## src/rtl/rtlmem_pkg.sv

```systemverilog
// Shared helpers for the rtlmem read-side blocks: index widths and the
// width of the {vld, id} tag that follows each read through the memory pipeline.
package rtlmem_pkg;

    localparam int C_MIN_NREQ = 2;
    localparam int C_MAX_NREQ = 16;

    function automatic int clog2(input int n);
        int r;
        r = 0;
        for (int v = 1; v < n; v = v * 2) begin
            r++;
        end
        return r;
    endfunction

    // Requester index width; never narrower than one bit.
    function automatic int id_width(input int nreq);
        return (clog2(nreq) < 1) ? 1 : clog2(nreq);
    endfunction

    // Tag record is {vld, id} with vld in the MSB.
    function automatic int tag_width(input int nreq);
        return 1 + id_width(nreq);
    endfunction

    localparam int C_TAG_W_MAX = 1 + clog2(C_MAX_NREQ);

endpackage

```

## src/rtl/rtlmem_rrarb.sv

```systemverilog
// Generic round-robin arbiter: the first eligible requester above the last
// winner (with wrap) wins; the pointer only moves when something is granted.
module rtlmem_rrarb
    import rtlmem_pkg::*;
#(
    parameter  int G_NREQ = 4,
    localparam int C_IDW  = id_width(G_NREQ)
) (
    input  logic              rclk,
    input  logic              rst_n,
    input  logic              i_en,
    input  logic [G_NREQ-1:0] i_req,
    output logic [G_NREQ-1:0] o_gnt,
    output logic [C_IDW-1:0]  o_idx
);

    logic [C_IDW-1:0]  r_ptr;
    logic [G_NREQ-1:0] w_elig;
    logic [C_IDW-1:0]  w_idx;
    logic              w_hit;
    int                w_c;

    // Reset gates eligibility so nothing is granted while rst_n is low.
    assign w_elig = i_req & {G_NREQ{i_en & rst_n}};

    always_comb begin
        w_hit = 1'b0;
        w_idx = '0;
        w_c   = 0;
        for (int k = 1; k <= G_NREQ; k++) begin
            w_c = int'(r_ptr) + k;
            if (w_c >= G_NREQ) begin
                w_c = w_c - G_NREQ;
            end
            if (!w_hit && w_elig[w_c]) begin
                w_hit = 1'b1;
                w_idx = C_IDW'(w_c);
            end
        end
    end

    always_comb begin
        o_gnt = '0;
        if (w_hit) begin
            o_gnt[w_idx] = 1'b1;
        end
    end

    assign o_idx = w_idx;

    always_ff @(posedge rclk) begin
        if (!rst_n) begin
            r_ptr <= C_IDW'(G_NREQ - 1);
        end else if (w_hit) begin
            r_ptr <= w_idx;
        end
    end

endmodule

```

## src/rtl/rtlmem_rdarb.sv

```systemverilog
// Shares the single read port of the 1R1W memory wrapper among G_NREQ
// requesters and steers returned data back with a per-requester valid strobe.
module rtlmem_rdarb
    import rtlmem_pkg::*;
#(
    parameter int G_NREQ    = 4,
    parameter int G_RDADDR  = 10,
    parameter int G_RDWIDTH = 16,
    parameter int G_LATENCY = 2
) (
    input  logic                       rclk,
    input  logic                       rst_n,
    input  logic                       i_rden,
    input  logic [G_NREQ-1:0]          i_req,
    input  logic [G_NREQ*G_RDADDR-1:0] i_reqaddr,
    output logic [G_NREQ-1:0]          o_gnt,
    output logic [G_NREQ-1:0]          o_rvld,
    output logic [G_RDWIDTH-1:0]       o_rdat,
    output logic                       o_busy,
    output logic                       o_memre,
    output logic [G_RDADDR-1:0]        o_memra,
    input  logic [G_RDWIDTH-1:0]       i_memdo
);

    localparam int C_IDW  = id_width(G_NREQ);
    localparam int C_TAGW = tag_width(G_NREQ);

    logic [G_NREQ-1:0]   w_gnt;
    logic [C_IDW-1:0]    w_idx;
    logic                w_memre;
    logic [G_RDADDR-1:0] w_memra;
    logic [C_TAGW-1:0]   r_tag [G_LATENCY];
    logic [C_TAGW-1:0]   w_last;
    logic                w_busy;

    rtlmem_rrarb #(
        .G_NREQ (G_NREQ)
    ) u_rrarb (
        .rclk  (rclk),
        .rst_n (rst_n),
        .i_en  (i_rden),
        .i_req (i_req),
        .o_gnt (w_gnt),
        .o_idx (w_idx)
    );

    assign w_memre = |w_gnt;

    always_comb begin
        w_memra = '0;
        if (w_memre) begin
            w_memra = i_reqaddr[w_idx * G_RDADDR +: G_RDADDR];
        end
    end

    // Tags shift every cycle: the memory has no backpressure, so neither do we.
    always_ff @(posedge rclk) begin
        if (!rst_n) begin
            for (int s = 0; s < G_LATENCY; s++) begin
                r_tag[s] <= '0;
            end
        end else begin
            r_tag[0] <= {w_memre, w_idx};
            for (int s = 1; s < G_LATENCY; s++) begin
                r_tag[s] <= r_tag[s-1];
            end
        end
    end

    always_comb begin
        w_busy = 1'b0;
        for (int s = 0; s < G_LATENCY; s++) begin
            w_busy = w_busy | r_tag[s][C_TAGW-1];
        end
    end

    assign w_last = r_tag[G_LATENCY-1];

    // Returns landing while reset is held belong to discarded reads.
    always_comb begin
        o_rvld = '0;
        for (int i = 0; i < G_NREQ; i++) begin
            o_rvld[i] = rst_n & w_last[C_TAGW-1] & (w_last[C_IDW-1:0] == C_IDW'(i));
        end
    end

    assign o_gnt   = w_gnt;
    assign o_memre = w_memre;
    assign o_memra = w_memra;
    assign o_rdat  = i_memdo;
    assign o_busy  = w_busy & rst_n;

endmodule
```

## config.mk

```make
export PLATFORM = sky130hd
export DESIGN_NAME = rtlmem_rdarb
export DESIGN_NICKNAME = d
export VERILOG_FILES = /design/src/rtl/rtlmem_pkg.sv /design/src/rtl/rtlmem_rrarb.sv /design/src/rtl/rtlmem_rdarb.sv
export SDC_FILE = /design/constraint.sdc
export NUM_CORES = 1
export LEC_CHECK = 0
export CAP_MARGIN = 10
export CORE_ASPECT_RATIO = 0.9
export CORE_MARGIN = 2
export CORE_UTILIZATION = 29
export CTS_BUF_LIST = sky130_fd_sc_hd__clkbuf_2 sky130_fd_sc_hd__clkbuf_4 sky130_fd_sc_hd__clkbuf_8
export CTS_CLUSTER_SIZE = 24
export DETAILED_ROUTE_END_ITERATION = 7
export PLACE_DENSITY = 0.88
export SKIP_CTS_REPAIR_TIMING = 1
export SLEW_MARGIN = 5
export SYNTH_ARGS = -nofsm -noshare
export SYNTH_HDL_FRONTEND = slang
export SYNTH_SLANG_ARGS = --single-unit
```

## constraint.sdc

```tcl
create_clock -name rclk -period 2.5 [get_ports rclk]
set_input_delay 0.375 -clock rclk [delete_from_list [all_inputs] [get_ports rclk]]
set_output_delay 0.375 -clock rclk [all_outputs]
set_load 0.02 [all_outputs]
```

## Yosys cells after proc, flatten, opt, wreduce, memory -nomap -nowiden

Memory sizes are Yosys's and may differ from the RTL's.
Cells that the tools add are included.

- Equal/unequal tests: 3
- $mul: 1
- Shift operators: 1
- Reductions and logical operators: 9
- Add/sub/neg operators: 8
- Magnitude comparators: 10
- Muxes and demuxes: 32
- Bitwise gates (word level): 11

Operators by type and width:

| cell | number |
|---|---|
| greater-or-equal comparator 32 x 4 -> 1 bit, second input constant | 4 |
| less-than comparator 32 x 4 -> 1 bit, second input constant | 4 |
| 2-to-1 mux 32 bit | 4 |
| subtractor 32 x 4 -> 32 bit, second input constant | 4 |
| indexed part select 40 x 7 -> 10 bit | 1 |
| 2-to-1 mux 1 bit | 15 |
| 2-to-1 mux 10 bit | 1 |
| binary-select mux 1 bit (select 2 bit) | 4 |
| 2-to-1 mux 2 bit | 4 |
| AND 1 bit | 7 |
| adder 2 x 2 -> 3 bit, second input constant | 2 |
| 2-to-1 mux 3 bit | 2 |
| multiplier 2 x 3 -> 5 bit, second input constant | 1 |
| adder 2 x 3 -> 4 bit, second input constant | 1 |
| AND 4 bit | 1 |
| equality test 2 bit, second input constant | 2 |
| logical AND 1 bit | 4 |
| 2-to-1 mux 4 bit | 1 |
| OR reduction 4 bit | 1 |
| adder 2 x 1 -> 3 bit, second input constant | 1 |
| zero test 1 bit | 3 |
| less-than comparator 2 x 3 -> 1 bit, second input constant | 1 |
| OR 1 bit | 3 |
| demux 1 bit (select 2 bit) | 1 |
| 3 further kinds | 3 |

- RAM bits: 6
- Input bits: 63
- Register bits after elaboration: 2
- Memories: 1
- Word-level logic and storage cells: 77

Memories:

| memory | depth | width | rd ports | clocked after memory_dff | write ports | RTL line | source |
|---|---|---|---|---|---|---|---|
| r_tag | 2 | 3 | 2 | 0 | 2 | rtlmem_rdarb.sv:32 | `logic [C_TAGW-1:0] r_tag [G_LATENCY];` |

## Depth between registers and ports, before layout

Gate-level depths: netlist (run 1).

- Depth after elaboration: 23
- Gate-level depth with buffers: 7
- Depth with buffers taken out: 5

## Modules after synthesis

Synthesis (run 1) repeated with hierarchy kept, for this count alone.

- Cell total of the unflattened synthesis: 125
- Area, all modules: 1,102.3 um2

Modules (own cells, without submodules):

| module | area an instance (um2) | times used | cells an instance |
|---|---|---|---|
| rtlmem_rdarb | 646.9 | 1 | 60 |
| rtlmem_rrarb | 455.4 | 1 | 65 |

## Least setup slack after synthesis (run 1)

No wires, ideal clock.

- Path kind: input-to-output
- From: input rst_n
- To: output o_memra[0]
- Setup slack: 351 ps
- Arrival: 1,774 ps
- Stages: 6
- Path through: buf_4 -> nand2_1 -> a21oi_1 -> nand2_1 -> buf_2 -> o22ai_1

- Cells in the longest elaborated chain, start to end: 22
- Elaborated cells on any way between the ends: 38
- Those cells by class: mul (1); order compare (2); shift (1); mux (24); bitwise (2); reduce/logical (8)

Ends and longest elaborated chain:

| element | RTL line | source |
|---|---|---|
| start, declared | rtlmem_rdarb.sv:12 | `input logic rst_n,` |
| AND 1 bit * | rtlmem_rrarb.sv:24 | `assign w_elig = i_req & {G_NREQ{i_en & rst_n}};` |
| AND 4 bit * | rtlmem_rrarb.sv:24 |  |
| binary-select mux 1 bit (select 2 bit) | rtlmem_rrarb.sv:35 | `if (!w_hit && w_elig[w_c]) begin` |
| 2-to-1 mux 1 bit (not written as such) (2 in series) | rtlmem_rrarb.sv:35 |  |
| 2-to-1 mux 1 bit | rtlmem_rrarb.sv:35 |  |
| zero test 1 bit | rtlmem_rrarb.sv:35 |  |
| logical AND 1 bit | rtlmem_rrarb.sv:35 |  |
| 2-to-1 mux 1 bit | rtlmem_rrarb.sv:35 |  |
| [6 not listed] | -- |  |
| less-than comparator 2 x 3 -> 1 bit (not written as such) or greater-or-equal comparator 2 x 1 -> 1 bit (tied branches) | rtlmem_rrarb.sv:45 | `o_gnt[w_idx] = 1'b1;` |
| logical AND 1 bit (not written as such) | rtlmem_rrarb.sv:45 |  |
| 2-to-1 mux 1 bit (not written as such) | rtlmem_rrarb.sv:45 |  |
| demux 1 bit (select 2 bit) | -- |  |
| 2-to-1 mux 4 bit * | rtlmem_rrarb.sv:44 | `if (w_hit) begin` |
| OR reduction 4 bit * | rtlmem_rdarb.sv:47 | `assign w_memre = \|w_gnt;` |
| net o_memre | rtlmem_rdarb.sv:20 | `output logic o_memre,` |
| 2-to-1 mux 10 bit * | rtlmem_rdarb.sv:51 | `if (w_memre) begin` |
| end, declared | rtlmem_rdarb.sv:21 | `output logic [G_RDADDR-1:0] o_memra,` |

Mark *: on every way through the listed nets, which the timed path passes. The rest lies on a longest branch. The select of a mux whose other input is x is not followed.

## Worst setup path in the final report (run 1)

- From: register u_rrarb.r_ptr[1]
- To: output o_memra[4]

- Cells in the longest elaborated chain, start to end: 23
- Elaborated cells on any way between the ends: 52
- Those cells by class: add/sub (8); mul (1); order compare (6); shift (1); mux (28); reduce/logical (8)

Ends and longest elaborated chain:

| element | RTL line | source |
|---|---|---|
| start, declared | rtlmem_rrarb.sv:17 | `logic [C_IDW-1:0] r_ptr;` |
| start signal, assigned | rtlmem_rrarb.sv:53 | `r_ptr <= C_IDW'(G_NREQ - 1);` |
| start signal, assigned | rtlmem_rrarb.sv:55 | `r_ptr <= w_idx;` |
| branches (longest 22 deep; another with subtractor 32 x 4 -> 32 bit) | -- |  |
| 2-to-1 mux 10 bit * | rtlmem_rdarb.sv:51 |  |

Mark *: on every way between the ends. The select of a mux whose other input is x is not followed.

==> results.py, run 1 <==
metrics = {
    "outcome": {
        "status": "finished clean",
    },
    "power": {
        "p_leak_nw": 0.9143,
        "internal-power_w": 0.0003255,
        "power_w": 0.0004631,
        "powerDensity_nw_per_um2": 289.4,
        "p_sw_w": 0.0001376,
        "netSwitchingFraction": 0.2972,
        "pwr-share-comb": 0.495,
        "clock_power_share": 0.207,
        "ir_drop_mv": 0.1057,
        "p_seq_frac": 0.298,
    },
    "clock_network": {
        "cts_inserted_buffers": 3,
        "clock_latency_ns": 0.25,
        "path_clk_slew_ns": 0.05,
        "cts.sinks": 8,
        "root_buffer": "clkbuf_4",
        "clk_path_buf_depth": 2,
        "h-tree-depth": 1,
        "cts_tree": "built",
    },
    "yosys": {
        "yosys.area_share.simple": 0.1250,
        "avgSynthCellArea_sq_um": 7.969,
        "synth-compound-area-share": 0.2058,
        "ys_ff_latch": 8,
        "synth_top_family_by_area": "multiplexers",
        "synthMuxAreaShare": 0.2439,
        "synth_fa_ha_area_frac": 0,
        "synth_fp_nets": 166,
        "synth_cells": 103,
        "yosysSeqAreaShare": 0.1951,
        "syn_area_sq_um": 820.8,
        "synth-xor-area-share": 0,
        "synth_area_leaders": "mux2i_1 24%, dfxtp_1 20%, buf_4 16%, o22ai_1 7.6%, inv_1 3.7%",
        "synth_top_area_frac": 0.2439,
        "yosys_warnings": 0,
        "synth.distinct_cells": 24,
        "synth_top_area_cell": "mux2i_1",
    },
    "drt": {
        "wl_per_cell_um": 12.71,
        "wl_met2_um": 1395,
        "drt-pass1-iter-count": 4,
        "avgViaCountPerCell": 4.837,
        "routed_wl_um": 2643,
        "drt-initial-drc-count": 31,
        "drcViolationCount": 0,
        "highest_layer": "met4",
        "wl_met3_um": 251,
        "ant_nets": 0,
        "vias": 1006,
        "met1_length_um": 965,
    },
    "timing": {
        "hold_viol_final": 0,
        "fin_worst_skew_ns": 0.001174,
        "period_minus_slack_ns": 2.393,
        "worstMarginPinSlew_ns": 0.3560,
        "setup_ws_ns": 0.1074,
        "whs_ns": 0.4312,
        "setup-tns-final_ns": 0,
        "min_period_over_period": 0.9570,
        "slew_headroom": 0.7627,
        "maxSlewViolCount": 0,
        "fmax_ghz": 0.4180,
        "setup_viol_count_final": 0,
    },
    "die": {
        "die_area_sq_um": 3273,
        "core_sq_um": 2725,
        "boundaryPins": 99,
        "rows": 18,
        "dieWidth_um": 60.08,
        "start_util": 0.3012,
        "dieHeight_um": 54.47,
    },
    "cells_and_area": {
        "final.fill_count": 230,
        "n_antenna_cell": 0,
        "final_layout_size_suffix_gt1_frac": 0.2083,
        "design_area_sq_um": 1600,
        "synthToLayoutAreaGrowth_pct": 94.97,
        "fin_nets": 233,
    },
    "placed_design": {
        "pre_cts_ws_ns": -0.5240,
        "place_congestion": 0.6888,
        "hpwl_um": 2019,
        "dpl-instance-area_sq_um": 1495,
        "portBuffers": 66,
    },
    "setup_path": {
        "crit_buf_inv": 4,
        "cp_slowest_cell": "dfxtp_2",
        "timing.rr.end": "r_tag[0][1]$_SDFF_PN0_",
        "start_kind": "flip-flop",
        "end_kind": "output pin",
        "reg2reg_from": "u_rrarb.r_ptr[0]$_SDFFE_PN1P_",
        "crit_required_ns": 2.12,
        "path_delay_family": "compound AO/OA/AOI/OAI gates",
        "slowest_delay_ns": 0.36,
        "r2r_slack_ns": 1.05,
        "worstPathCellList": "inv_1 -> a311oi_2 -> buf_4 -> o221ai_4 -> buf_12 -> mux2i_1 -> o22ai_1 -> buf_2",
        "critPathArrivalTime_ns": 2.02,
        "r2r_cells": 7,
        "worstPathMaxFanout": 5,
        "critical_path_class": "flip-flop to output pin",
    },
    "worst_hold_path": {
        "hold_class": "flip-flop to flip-flop",
        "hold_depth": 1,
        "hold_path_end": "r_tag[0][4]$_SDFF_PN0_",
        "min_from": "r_tag[0][1]$_SDFF_PN0_",
    },
    "grt": {
        "grt_max_degree": 19,
        "overflow": 0,
        "grt_pass1_wl_um": 3512,
        "grt_usage": 0.1451,
        "grt_pass1_vias": 877,
        "antenna_found_initial": 0,
    },
    "flow_run": {
        "maxCapViolCount": 0,
    },
}
state kept, by name, summed over array words and instances, names as in the netlist:
| name | count |
|---|---|
| r_tag | 6 |
| u_rrarb.r_ptr | 2 |
Yosys cell counts (all sizes together):
cell / n
o211ai: 2
clkbuf: 1
nand3: 1
o21ai: 3
nor2b: 1
nor2: 8
a21oi: 3
a311oi: 1
buf: 20
inv: 8
and2: 4
a22oi: 1
dfxtp: 8
o221ai: 2
o22ai: 10
o31ai: 1
nor3: 3
nand2b: 1
mux2i: 20
o21a: 1
nand2: 4
layout by cell type (no fill, tap or decap), types with 2 or more instances in the layout:
master	count
clkdlybuf4s50_1	46
dlymetal6s2s_1	11
inv_1	8
clkbuf_2	7
mux2i_1	19
nor2_1	8
and2_1	4
o21ai_0	2
buf_6	2
dfxtp_1	7
clkbuf_4	3
a21oi_1	3
nand2_1	3
o22ai_1	9
buf_4	12
buf_12	2
clkbuf_16	2
o211ai_1	2
nor3_1	3
worst max path at each step:
stage / endpoint / cells past startpoint / start / slack (ns)
2_1_floorplan: o_memra[0] / 6 / rst_n / 0.35
3_3_place_gp: o_memra[9] / 8 / i_req[1] / -0.44
3_5_place_dp: o_memra[4] / 8 / i_req[1] / -0.52
4_1_cts: o_memra[4] / 8 / i_req[1] / -0.53
5_1_grt: o_memra[6] / 8 / u_rrarb.r_ptr[1]$_SDFFE_PN1P_ / -0.02
6_report: o_memra[4] / 8 / u_rrarb.r_ptr[1]$_SDFFE_PN1P_ / 0.11
metrics by stage:
step                      cells    util
after CTS                   204  0.5569
final                       208  0.5872
after global routing        208  0.5872
after floorplan             103       -
after detailed placement    201  0.5487
after global placement      201  0.5487
area by class of cell:
class | count | area, sq um | area share
multi-input cells | 66 | 495.5 | 0.3096
clock buffers | 3 | 22.52 | 0.01407
inverters | 8 | 30.03 | 0.01876
flip-flops and latches | 8 | 161.4 | 0.1009
well taps | 40 | 50.05 | 0.03127
repair buffers | 83 | 840.8 | 0.5254
power by group through the flow:
stage                clock, W  combinational, W  sequential [W]
finish              0.0000958          0.000229        0.000138
global route         0.000113          0.000244        0.000138
CTS                  0.000100          0.000224        0.000138
detailed placement          0          0.000223        0.000140
global placement            0          0.000218        0.000140
floorplan                   0          0.000124        0.000140
metal layers:
layer  vias up  track usage
met5         -            0
met4         0      0.06667
met3         4      0.04728
met2        64       0.2627
met1       460       0.1531
li1        478            -
kinds of logic (layout without fill, tap and decap cells):
group           Yosys count  count (layout)
buf+inv                  29              94
compound gates           24              24
simple gates             22              22
mux                      20              20
flops                     8               8
No activity file was read; power rests on OpenSTA's default activity.
==> run 2, diff against run 1 <==
--- a/config.mk
+++ b/config.mk
@@ -5,13 +5,14 @@
 export SDC_FILE = /design/constraint.sdc
 export NUM_CORES = 1
 export LEC_CHECK = 0
-export CAP_MARGIN = 10
+export CAP_MARGIN = 30
 export CORE_ASPECT_RATIO = 0.9
 export CORE_MARGIN = 2
 export CORE_UTILIZATION = 29
 export CTS_BUF_LIST = sky130_fd_sc_hd__clkbuf_2 sky130_fd_sc_hd__clkbuf_4 sky130_fd_sc_hd__clkbuf_8
-export CTS_CLUSTER_SIZE = 24
+export CTS_CLUSTER_SIZE = 10
 export DETAILED_ROUTE_END_ITERATION = 7
+export GPL_ROUTABILITY_DRIVEN = 0
 export PLACE_DENSITY = 0.88
 export SKIP_CTS_REPAIR_TIMING = 1
 export SLEW_MARGIN = 5
==> results of run 2 <==
No change in the layout: final DEF, timing and power equal those of run 1.
